<file path="src/rtl/piece_row_ctrl_if.sv">
// Signal bundle between the falling-piece row sequencer and its neighbours:
// row-advance requests, the board collision flag and the row reg5 write port.
interface piece_row_ctrl_if #(
  parameter int ROW_W = 5
);
  logic             start;
  logic             soft_drop;
  logic             hard_drop;
  logic             collide_below;
  logic [ROW_W-1:0] row_q;
  logic             row_we;
  logic [ROW_W-1:0] row_d;
  logic             active;
  logic             locked;

  modport master (
    output start, soft_drop, hard_drop, collide_below, row_q,
    input  row_we, row_d, active, locked
  );

  modport slave (
    input  start, soft_drop, hard_drop, collide_below, row_q,
    output row_we, row_d, active, locked
  );
endinterface

</file>
<file path="src/rtl/piece_row_ctrl.sv">
// Falling-piece row sequencer: owns the row reg5 write port, arbitrates
// gravity / soft drop / hard drop, and runs spawn, lock delay and lock hand-off.
module piece_row_ctrl #(
  parameter int ROW_W      = 5,
  parameter int SPAWN_ROW  = 0,
  parameter int BOTTOM_ROW = 19,
  parameter int TICK_DIV   = 50,
  parameter int LOCK_CYC   = 8
) (
  input  logic            clk,
  input  logic            reset,
  piece_row_ctrl_if.slave bus
);

  localparam int TW = (TICK_DIV > 1) ? $clog2(TICK_DIV) : 1;
  localparam int LW = $clog2(LOCK_CYC + 1);

  localparam logic [ROW_W-1:0] SPAWN_R   = ROW_W'(SPAWN_ROW);
  localparam logic [ROW_W-1:0] BOTTOM_R  = ROW_W'(BOTTOM_ROW);
  localparam logic [TW-1:0]    TICK_LAST = TW'(TICK_DIV - 1);
  localparam logic [LW-1:0]    LOCK_LAST = LW'(LOCK_CYC - 1);

  typedef enum logic [2:0] {
    IDLE,
    SPAWN,
    FALL,
    LOCKWAIT,
    DONE
  } state_t;

  state_t          state, state_n;
  logic [TW-1:0]   tick_cnt, tick_n;
  logic [LW-1:0]   lock_cnt, lock_n;
  logic            hd_flag, hd_n;
  logic            locked, locked_n;
  logic            row_we;
  logic [ROW_W-1:0] row_d;

  logic can_move;
  logic step;

  // A row below is free only when the board agrees and we are above the floor;
  // anything at or past BOTTOM_ROW counts as resting on the floor.
  assign can_move = !bus.collide_below && (bus.row_q < BOTTOM_R);
  assign step     = hd_flag || bus.hard_drop || bus.soft_drop || (tick_cnt == TICK_LAST);

  // NOTE: sequential state uses non-blocking assignments so every register
  // samples the pre-edge values computed by the combinational block.
  always_ff @(posedge clk or negedge reset) begin
    if (!reset) begin
      state    <= IDLE;
      tick_cnt <= '0;
      lock_cnt <= '0;
      hd_flag  <= 1'b0;
      locked   <= 1'b0;
    end else begin
      state    <= state_n;
      tick_cnt <= tick_n;
      lock_cnt <= lock_n;
      hd_flag  <= hd_n;
      locked   <= locked_n;
    end
  end

  // NOTE: every output of this block gets a default first, so no path through
  // the case statement can leave a signal unassigned and infer a latch.
  always_comb begin
    state_n  = state;
    tick_n   = tick_cnt;
    lock_n   = lock_cnt;
    hd_n     = hd_flag;
    locked_n = 1'b0;
    row_we   = 1'b0;
    row_d    = '0;

    unique case (state)
      IDLE: begin
        hd_n = 1'b0;
        if (bus.start) state_n = SPAWN;
      end

      SPAWN: begin
        row_we  = 1'b1;
        row_d   = SPAWN_R;
        tick_n  = '0;
        hd_n    = 1'b0;
        state_n = FALL;
      end

      FALL: begin
        if (bus.hard_drop) hd_n = 1'b1;
        if (step) begin
          // Any step restarts the gravity period, so a tick never follows a drop immediately.
          tick_n = '0;
          if (can_move) begin
            row_we = 1'b1;
            row_d  = bus.row_q + ROW_W'(1);
          end else begin
            state_n = LOCKWAIT;
            lock_n  = '0;
          end
        end else begin
          tick_n = tick_cnt + TW'(1);
        end
      end

      LOCKWAIT: begin
        if (bus.hard_drop) hd_n = 1'b1;
        lock_n = lock_cnt + LW'(1);
        if (can_move) begin
          state_n = FALL;
          lock_n  = '0;
          tick_n  = '0;
        end else if (hd_flag || (lock_cnt == LOCK_LAST)) begin
          state_n  = DONE;
          locked_n = 1'b1;
        end
      end

      DONE: begin
        hd_n    = 1'b0;
        state_n = IDLE;
      end

      default: state_n = IDLE;
    endcase
  end

  assign bus.row_we = row_we;
  assign bus.row_d  = row_d;
  assign bus.active = (state == FALL) || (state == LOCKWAIT);
  assign bus.locked = locked;

endmodule

</file>
<file path="src/flat_wrapper.sv">
// flat-port wrapper written by rule: the top's interface ports become plain ports
module piece_row_ctrl_flat 
#(
  parameter int ROW_W      = 5,
  parameter int SPAWN_ROW  = 0,
  parameter int BOTTOM_ROW = 19,
  parameter int TICK_DIV   = 50,
  parameter int LOCK_CYC   = 8
)
  (clk, reset, bus_start, bus_soft_drop, bus_hard_drop, bus_collide_below, bus_row_q, bus_row_we, bus_row_d, bus_active, bus_locked);
  piece_row_ctrl_if #(.ROW_W(ROW_W)) bus_i ();
  input  logic clk;
  input  logic reset;
  input wire logic [$bits(bus_i.start)-1:0] bus_start;
  input wire logic [$bits(bus_i.soft_drop)-1:0] bus_soft_drop;
  input wire logic [$bits(bus_i.hard_drop)-1:0] bus_hard_drop;
  input wire logic [$bits(bus_i.collide_below)-1:0] bus_collide_below;
  input wire logic [$bits(bus_i.row_q)-1:0] bus_row_q;
  output wire logic [$bits(bus_i.row_we)-1:0] bus_row_we;
  output wire logic [$bits(bus_i.row_d)-1:0] bus_row_d;
  output wire logic [$bits(bus_i.active)-1:0] bus_active;
  output wire logic [$bits(bus_i.locked)-1:0] bus_locked;
  assign bus_i.start = bus_start;
  assign bus_i.soft_drop = bus_soft_drop;
  assign bus_i.hard_drop = bus_hard_drop;
  assign bus_i.collide_below = bus_collide_below;
  assign bus_i.row_q = bus_row_q;
  assign bus_row_we = bus_i.row_we;
  assign bus_row_d = bus_i.row_d;
  assign bus_active = bus_i.active;
  assign bus_locked = bus_i.locked;
  piece_row_ctrl #(.ROW_W(ROW_W), .SPAWN_ROW(SPAWN_ROW), .BOTTOM_ROW(BOTTOM_ROW), .TICK_DIV(TICK_DIV), .LOCK_CYC(LOCK_CYC)) u_core (.clk(clk), .reset(reset), .bus(bus_i));
endmodule
</file>
<file path="config.mk">
export PLATFORM = sky130hd
export DESIGN_NAME = piece_row_ctrl_flat
export DESIGN_NICKNAME = d
export VERILOG_FILES = /design/src/rtl/piece_row_ctrl_if.sv /design/src/rtl/piece_row_ctrl.sv /design/src/flat_wrapper.sv
export SDC_FILE = /design/constraint.sdc
export NUM_CORES = 1
export LEC_CHECK = 0
export BUFFER_PORTS_ARGS = -buffer_cell sky130_fd_sc_hd__buf_2
export CAP_MARGIN = 15
export CORE_ASPECT_RATIO = 0.8
export CORE_MARGIN = 2
export CORE_UTILIZATION = 45
export DETAILED_ROUTE_END_ITERATION = 8
export PLACE_DENSITY = 0.8
export SYNTH_ARGS = -nofsm -noshare
export SYNTH_HDL_FRONTEND = slang
export SYNTH_SLANG_ARGS = --single-unit
</file>
<file path="constraint.sdc">
create_clock -name clk -period 3.53 [get_ports clk]
set_input_delay 0 -clock clk [delete_from_list [all_inputs] [get_ports clk]]
set_output_delay 0 -clock clk [all_outputs]
set_load 0.1 [all_outputs]
</file>
# ---- Word level (Yosys, flattened, before mapping)
# Index checks and enable logic that the tools add are counted.
# W data, S select, Z words.
dict set report word_totals {
  out_inout_bits 8
  inputBits 11
  regBits 15
}
dict set report op_classes {
  muxes 24
  n_reduce_logical 17
  eq_ne 12
  n_addsub 3
  order_cmp 1
}
# cell n
set op_table {}
lappend op_table {{$pmux W6 S3} 1}
lappend op_table {{$mux W3} 5}
lappend op_table {{$mux W5} 3}
lappend op_table {{$mux W4} 3}
lappend op_table {{$mux W6} 2}
lappend op_table {{$pmux W3 S4} 1}
lappend op_table {{$pmux W4 S2} 1}
lappend op_table {{$add A6 B1 Y6 const B} 1}
lappend op_table {{$eq A3 B2 Y1 const B} 2}
lappend op_table {{$eq A6 B6 Y1 const B} 1}
lappend op_table {{$mux W1} 6}
lappend op_table {{$ne A2 B1 Y1 const B} 3}
lappend op_table {{$add A5 B1 Y5 const B} 1}
lappend op_table {{$logic_or A1 B1 Y1} 5}
lappend op_table {{$lt A5 B5 Y1 const B} 1}
lappend op_table {{$add A4 B1 Y4 const B} 1}
lappend op_table {{$eq A4 B3 Y1 const B} 1}
lappend op_table {{$ne A2 B2 Y1 const B} 2}
lappend op_table {{$pmux W1 S2} 2}
lappend op_table {{$reduce_and A2 Y1} 2}
lappend op_table {{$reduce_and A4 Y1} 1}
lappend op_table {{$reduce_bool A2 Y1} 2}
lappend op_table {{$eq A3 B1 Y1 const B} 1}
lappend op_table {{$eq A3 B3 Y1 const B} 1}
lappend op_table {{8 further kinds} 8}

# ---- Depth between registers and ports, before layout
# Gate-level depths: netlist of the first run.
dict set report depth {
  ltp_word 5
  ltp_mapped 7
  depth_no_buf 7
}

# ---- Worst setup path after synthesis of the first run
# Ideal clock, no wire load.
dict set report synth_timing {
  path_kind {register -> output}
  startpoint {register u_core.tick_cnt[1]}
  endpoint {output port bus_row_d[2]}
  t_required_ps 3530
  slack_ps 1144
  t_arrival_ps 2386
  stages_incl_launch_ff 7
  n_path_buf 0
  path_cell_list {dfrtp_1 > inv_1 > ha_1 > nand4b_1 > o21ai_2 > nand3_1 > nor2_1}
}
dict set report synth_via {
  elab_chain_len 4
}
# element line
set synth_rtl {}
lappend synth_rtl {{from (decl)} piece_row_ctrl.sv:32} ;# logic [TW-1:0] tick_cnt, tick_n;
lappend synth_rtl {{from (signal assigned)} piece_row_ctrl.sv:58} ;# tick_cnt <= tick_n;
lappend synth_rtl {{$eq A6 B6 Y1} piece_row_ctrl.sv:45} ;# assign step = hd_flag || bus.hard_drop || bus.soft_drop || (tick_cnt == TICK_LAST);
lappend synth_rtl {{$logic_or A1 B1 Y1} piece_row_ctrl.sv:45}
lappend synth_rtl {{$mux W5} piece_row_ctrl.sv:92} ;# if (step) begin
lappend synth_rtl {{$mux W5} piece_row_ctrl.sv:76} ;# unique case (state)
lappend synth_rtl {{to (decl)} flat_wrapper.sv:20} ;# output wire logic [$bits(bus_i.row_d)-1:0] bus_row_d;
# Every way passes these cells.

# ---- Worst setup path in the final report of the first run
dict set report layout_timing {
  startpoint {register u_core.tick_cnt[1]}
  endpoint {output port bus_row_d[3]}
}
# The elaborated chain is that of the path after synthesis.

==> out/qor.txt, run 1 <==
Outcome: complete, no violations
Crit. End Element: output port
Compound-gate portion of the synthesized area: 0.200
Critical R2R Capture: u_core.lock_cnt[2]$_DFFE_PN0P_
Arrival time of the worst setup path: 2130 ps
Average wire per standard cell: 13.5 um
Reg2reg path depth: 7
Yosys warning count: 0
Hold_ws: 97.8 ps
Syn_nets: 114
Clock tree from TritonCTS: built
Final Hold Viols: 0
Pint: 0.000349 W
Final min period: 2130 ps
Largest net degree at the start of global routing: 16
Post-synth EDFFs: 0
CTS Buffer Depth: 2
Clk pin slew, worst setup/hold paths: 110 ps
VDD IR max: 0.378 mV
Fill cells: 175
Main combinational cell family by area after synthesis: simple AND/OR/NAND/NOR gates
DIE AREA: 2360 sq um
CTS buffer count: 3
H-tree depth: 1
Worst-path cell chain: inv_1 -> ha_1 -> nand4b_1 -> o21ai_2 -> nand3_1 -> nor2_1 -> buf_2
Synth Register Bits: 15
Site Rows: 14
Power per Cell Area: 728 nW/um^2
Synthesis-to-finish area growth: 18.0%
Seq pwr share: 0.337
Crit-path leading delay family: buffers and inverters
Comb pwr share: 0.527
Switching share of power: 0.546
Diodes inserted: 0
Crit Path Max Fanout: 6
Worst Setup Path Type: flop to output port
Skew final: 18.4 ps
Relative slew slack: 0.676
Via count: 806
LEAKAGE: 0.522 nW
Post-Synthesis Cell Area: 895 sq um
Worst-Skew Late Latency: 300 ps
Hold path startpoint: bus_collide_below
Synth Instances: 99
DRC viols: 0
Input/output buffers: 18
WHS Path Cells: 3
Root Buffer: clkbuf_4
Layout cells sized above 1: 0.246
Startpoint Class: flop
Part of the cycle the worst path needs: 0.602
Routed WL: 1.97 mm
Hpwl dp: 1.54 mm
R2r startpoint: u_core.tick_cnt[1]$_DFFE_PN0P_
Post-CTS setup buffer count: 0
Flop-to-flop setup slack: 1880 ps
Die Y-Extent: 43.9 um
Drt via density: 5.52
First-pass GRT wire length: 3.22 mm
Max Fclk: 470 MHz
Cts hold-fix bufs: 2
Die span in x: 53.9 um
Crit. Startpoint: u_core.tick_cnt[1]$_DFFE_PN0P_
Final setup fails: 0
Setup TNS: 0 ps
DRT Pass-1 Iters: 4
Core area: 1870 sq um
Sink of the worst hold path: u_core.state[0]$_DFFE_PN0P_
# nets final: 138
Final Max Slew Viols: 0
Synth unique cells: 35
Initial antenna violation count: 0
Maximum capacitance violations: 0
FFs w/ async S/R, synth: 1.00
Post-CTS sizing: 0
Remaining antenna violation count after routing: 0
Synth Area in Simple Gates: 0.259
Syn Area/Cell: 9.04 sq um
Switch Pwr: 0.000420 W
WP buf/inv: 2
# clock sinks: 15
Gpl congestion: 0.780
Slowest-stage cell, CP: buf_2
1st-iter DRT viols: 22
Slowest Stage Delay on Critical Path: 430 ps
Adder-Cell Fraction of Synth Area: 0.0559
Post-Synth XOR/XNOR Area: 0.0392
Worst-Margin Slew: 489 ps
RSZ-0062 raised after global routing: no
Worst hold path type: input pin to flop
Ports: 19
Initial core utilization: 0.477
Synth Flop Type: dfrtp_1
Req. time, crit path: 3530 ps
GRT Residual Overflow: 0
Clk pwr share: 0.136
Post-synthesis mux area share: 0
Vias in the first global route: 776
Overall routing resource usage: 0.191
Seq/Total Area, Yosys: 0.420
## metrics by stage
stage | util | cell area (sq um) | worst slack (ps) | instances | power [W]
after floorplan | - | 895 | 1140 | 99 | 0.000585
after CTS | 0.563 | 1060 | 1410 | 146 | 0.000771
after global placement | 0.539 | 1010 | 1850 | 140 | 0.000652
after detailed placement | 0.539 | 1010 | 1760 | 140 | 0.000665
after global routing | 0.563 | 1060 | 1280 | 146 | 0.000813
final | 0.563 | 1060 | 1400 | 146 | 0.000769
## power groups by stage
stage | Clock [W] | Sequential [W] | Combinational, W
3_5_place_dp | 0 | 0.000262 | 0.000404
4_1_cts | 0.000107 | 0.000258 | 0.000407
3_3_place_gp | 0 | 0.000258 | 0.000393
2_1_floorplan | 0 | 0.000260 | 0.000325
5_1_grt | 0.000112 | 0.000266 | 0.000435
6_report | 0.000105 | 0.000259 | 0.000405
## placed cells by master, fill, tap and decap left out, types with 3 or more instances in the layout
master / n
buf_2: 18
dfrtp_1: 15
nand2_1: 12
nor2_1: 9
o21ai_0: 9
nand3_1: 7
inv_1: 5
ha_1: 4
xor2_1: 3
a21o_1: 3
clkbuf_4: 3
## registers in the layout, indices dropped and copies added (netlist names)
| register | cells |
|---|---|
| u_core.lock_cnt | 4 |
| u_core.tick_cnt | 6 |
| u_core.hd_flag | 1 |
| u_core.bus.locked | 1 |
| u_core.state | 3 |
## cell usage after synthesis, types with 2 or more instances
master | count | area [sq um]
o21ai_0 | 9 | 45.0
nor3_2 | 2 | 20.0
a21o_1 | 3 | 22.5
dfrtp_1 | 15 | 375
xor2_1 | 3 | 26.3
nand3_1 | 7 | 35.0
nand2b_1 | 2 | 12.5
nor2_1 | 9 | 33.8
o21ai_2 | 2 | 17.5
nand2_1 | 12 | 45.0
o21bai_1 | 2 | 15.0
ha_1 | 4 | 50.1
inv_1 | 5 | 18.8
nor2b_1 | 2 | 12.5
a211o_1 | 2 | 17.5
## how the worst max path moves through the flow
stage / to / slack [ps] / depth (start not counted)
after global placement: bus_row_d[4] / 1850 / 7
after detailed placement: bus_row_d[1] / 1760 / 7
after floorplan: bus_row_d[2] / 1140 / 6
after CTS: bus_row_d[1] / 1410 / 7
final: bus_row_d[3] / 1400 / 7
after global routing: bus_row_d[2] / 1280 / 7
## metal layers
layer  global-route usage  vias to the layer above  wire length, um
met2                0.341                       18             1000
met1                0.203                      390              850
met5                    0                        -                0
li1                     -                      396                -
met4               0.0667                        0               14
met3               0.0724                        2              101
## final cells by class
cell class | instances | area [sq um] | share of cell area
well taps | 24 | 30.0 | 0.0284
inverters | 5 | 18.8 | 0.0178
flip-flops and latches | 15 | 375 | 0.355
repair buffers | 20 | 110 | 0.104
clock buffers | 4 | 26.3 | 0.0249
multi-input cells | 78 | 495 | 0.469
## worst register-to-register path, cell delays in order (launching register included)
cell and delay [ps]:
dfrtp_1 410, inv_1 80, ha_1 150, nand4b_1 110, o21ai_2 260, o211ai_2 160, o21bai_1 190, a21o_1 180
## cell families after synthesis
kind of cell,count (synthesis)
AOI/OAI and AO/OA,26
xor gates and xnor gates,4
adders and majority gates,4
buffers and inverters,6
DFF,15
and+or+nand+nor,44
Power figures use the tool's default switching activity.
==> run 2: changes to the inputs <==
Clock period 3.53 ns to 2.15 ns, I/O delays scaled along.
==> run 2 against run 1 <==
  * Hold slack better by 10 ps
  * Register-to-register slack got worse by 1400 ps
  * Non-clock buffer count stayed put
  * Critical path type unchanged
  * Critical endpoint is now bus_row_d[4]
  * Largest cell class unchanged
==> out/qor.txt, run 2 (same netlist as run 1, synthesis figures left out) <==
Critical R2R Capture: u_core.tick_cnt[5]$_DFFE_PN0P_ (was u_core.lock_cnt[2]$_DFFE_PN0P_)
Final Hold Viols: 0 (unchanged)
Arrival time of the worst setup path: 2050 ps (was 2130 ps)
LEAKAGE: 0.521 nW (was 0.522 nW)
DP Cell Count: 140 (unchanged)
Initial antenna violation count: 0 (unchanged)
Reg with most FFs: u_core.tick_cnt (unchanged)
Die span in x: 53.9 um (unchanged)
# nets final: 138 (unchanged)
Worst Setup Path Type: flop to output port (unchanged)
Final Max Slew Viols: 0 (unchanged)
# clock sinks: 15 (unchanged)
Ports: 19 (unchanged)
Hold_ws: 108 ps (was 97.8 ps)
Outcome: complete, no violations (unchanged)
Clock tree from TritonCTS: built (unchanged)
Site Rows: 14 (unchanged)
WHS Path Cells: 4 (was 3)
Multi-input logic area: 495 sq um (unchanged)
Die Y-Extent: 43.9 um (unchanged)
Routed WL: 1.99 mm (was 1.97 mm)
Relative slew slack: 0.679 (was 0.676)
Core area: 1870 sq um (unchanged)
FF/Latch Area: 375 sq um (unchanged)
R2r startpoint: u_core.tick_cnt[0]$_DFFE_PN0P_ (was u_core.tick_cnt[1]$_DFFE_PN0P_)
Maximum capacitance violations: 0 (unchanged)
Final min period: 2050 ps
CTS buffer count: 3 (unchanged)
Startpoint Class: flop (unchanged)
Diodes inserted: 0 (unchanged)
RSZ-0062 raised after global routing: no (unchanged)
Initial core utilization: 0.477 (unchanged)
Input/output buffers: 18 (unchanged)
Synthesis-to-finish area growth: 19.7% (was 18.0%)
H-tree depth: 1 (unchanged)
Non-Filler Instances: 146 (unchanged)
Flop-to-flop setup slack: 450 ps (was 1880 ps)
Req. time, crit path: 2150 ps (was 3530 ps)
Slowest Stage Delay on Critical Path: 410 ps (was 430 ps)
Skew final: 7.69 ps (was 18.4 ps)
Overall routing resource usage: 0.196 (was 0.191)
Final worst slack: 96.8 ps (was 1400 ps)
Drt via density: 5.55 (was 5.52)
Fill cells: 177 (was 175)
Crit. End Element: output port (unchanged)
Worst-Skew Late Latency: 280 ps (was 300 ps)
Reg2reg path depth: 6 (was 7)
Clk pin slew, worst setup/hold paths: 90 ps (was 110 ps)
Worst hold path type: input pin to flop (unchanged)
Pre-CTS worst setup slack: 344 ps (was 1760 ps)
DRC viols: 0 (unchanged)
Gpl congestion: 0.780 (unchanged)
Number of flip-flops in the largest register: 6 (unchanged)
Crit Path Max Fanout: 6 (unchanged)
First-pass GRT wire length: 3.37 mm (was 3.22 mm)
GRT Residual Overflow: 0 (unchanged)
Setup TNS: 0 ps (unchanged)
Post-CTS setup buffer count: 0 (unchanged)
Via count: 811 (was 806)
Remaining antenna violation count after routing: 0 (unchanged)
Worst-path cell chain: inv_1 -> ha_1 -> nand4b_1 -> o21ai_2 -> nand3_1 -> nor2_1 -> clkbuf_4 (was inv_1 -> ha_1 -> nand4b_1 -> o21ai_2 -> nand3_1 -> nor2_1 -> buf_2)
DIE AREA: 2360 sq um (unchanged)
Worst-Margin Slew: 485 ps (was 489 ps)
Hold path startpoint: bus_hard_drop (was bus_collide_below)
CTS Buffer Depth: 2 (unchanged)
Most frequent cells in the layout: dfrtp_1, nand2_1, buf_2 (was buf_2, dfrtp_1, nand2_1)
Power per Cell Area: 1180 nW/um^2 (was 728 nW/um^2)
Hpwl dp: 1.54 mm (about the same)
Final setup fails: 0 (unchanged)
Largest registers: u_core.tick_cnt: 6 flops, u_core.lock_cnt: 4 flops, u_core.state: 3 flops (unchanged)
1st-iter DRT viols: 26 (was 22)
Vias in the first global route: 802 (was 776)
Max Fclk: 487 MHz
Most common cell after layout, fill and taps aside: dfrtp_1 (was buf_2)
Root Buffer: clkbuf_4 (unchanged)
VDD IR max: 0.681 mV (was 0.378 mV)
Largest net degree at the start of global routing: 16 (unchanged)
DRT Pass-1 Iters: 4 (unchanged)
Slowest-stage cell, CP: dfrtp_1 (was buf_2)
Sink of the worst hold path: u_core.hd_flag$_DFFE_PN0P_ (was u_core.state[0]$_DFFE_PN0P_)
Average wire per standard cell: 13.6 um (was 13.5 um)
Part of the cycle the worst path needs: 0.955
Layout cells sized above 1: 0.246 (unchanged)
-- run 2: cell type report --
cell class | instances | share of cell area
Multi-Input combinational cell | 78 | 0.463
Sequential cell | 15 | 0.350
Timing Repair Buffer | 20 | 0.117
Tap cell | 24 | 0.0280
Clock buffer | 4 | 0.0245
Inverter | 5 | 0.0175
-- run 2: how the worst max path moves through the flow --
| stage | startpoint | endpoint | slack [ps] | depth (start not counted) |
|---|---|---|---|---|
| floorplan | u_core.tick_cnt[1]$_DFFE_PN0P_ | bus_row_d[2] | -240 | 6 |
| global placement | u_core.tick_cnt[1]$_DFFE_PN0P_ | bus_row_d[4] | 470 | 7 |
| detailed placement | u_core.tick_cnt[1]$_DFFE_PN0P_ | bus_row_d[3] | 340 | 7 |
| CTS | u_core.tick_cnt[1]$_DFFE_PN0P_ | bus_row_d[3] | 3 | 7 |
| global route | u_core.tick_cnt[1]$_DFFE_PN0P_ | bus_row_d[3] | 5 | 7 |
| finish | u_core.tick_cnt[1]$_DFFE_PN0P_ | bus_row_d[4] | 100 | 7 |
-- run 2: metrics by stage --
stage                     total power (W)   util  area, sq um
after floorplan                  0.000961      -          895
after global placement            0.00107  0.539         1010
after detailed placement          0.00110  0.539         1010
after CTS                         0.00127  0.563         1060
after global routing              0.00135  0.571         1070
final                             0.00127  0.571         1070
-- run 2: power by group --
group / total (W) / switching, W / internal (W) / leakage [nW]
combinational: 0.000678 / 0.000507 / 0.000171 / 0.305
sequential: 0.000425 / 0.0000854 / 0.000340 / 0.200
clock: 0.000163 / 0.0000908 / 0.0000720 / 0.0150
total: 0.00127 / 0.000683 / 0.000583 / 0.521
-- run 2: timing repair --
action / in CTS / in global routing
endpoints found under the hold margin: 16 / 0
resized for setup: 0 / 9
setup endpoints to repair: 0 / 6
hold buffers: 2 / 0
-- run 2: routing by layer --
| layer | track usage | up-vias | wire [um] | part of all wire |
|---|---|---|---|---|
| li1 | - | 397 | - | - |
| met2 | 0.351 | 28 | 1030 | 0.52 |
| met1 | 0.211 | 382 | 819 | 0.41 |
| met3 | 0.0655 | 4 | 106 | 0.053 |
| met5 | 0 | - | 0 | 0 |
| met4 | 0.0667 | 0 | 35 | 0.018 |
-- run 2: worst max-delay path, delay by kind of cell (launching register included) --
family | cells | cell delay, ps
buffers and inverters | 2 | 430
AO/OA/AOI/OAI | 1 | 270
adder cells (fa/ha/maj) | 1 | 150
AND/OR/NAND/NOR | 3 | 510
flip-flops | 1 | 410
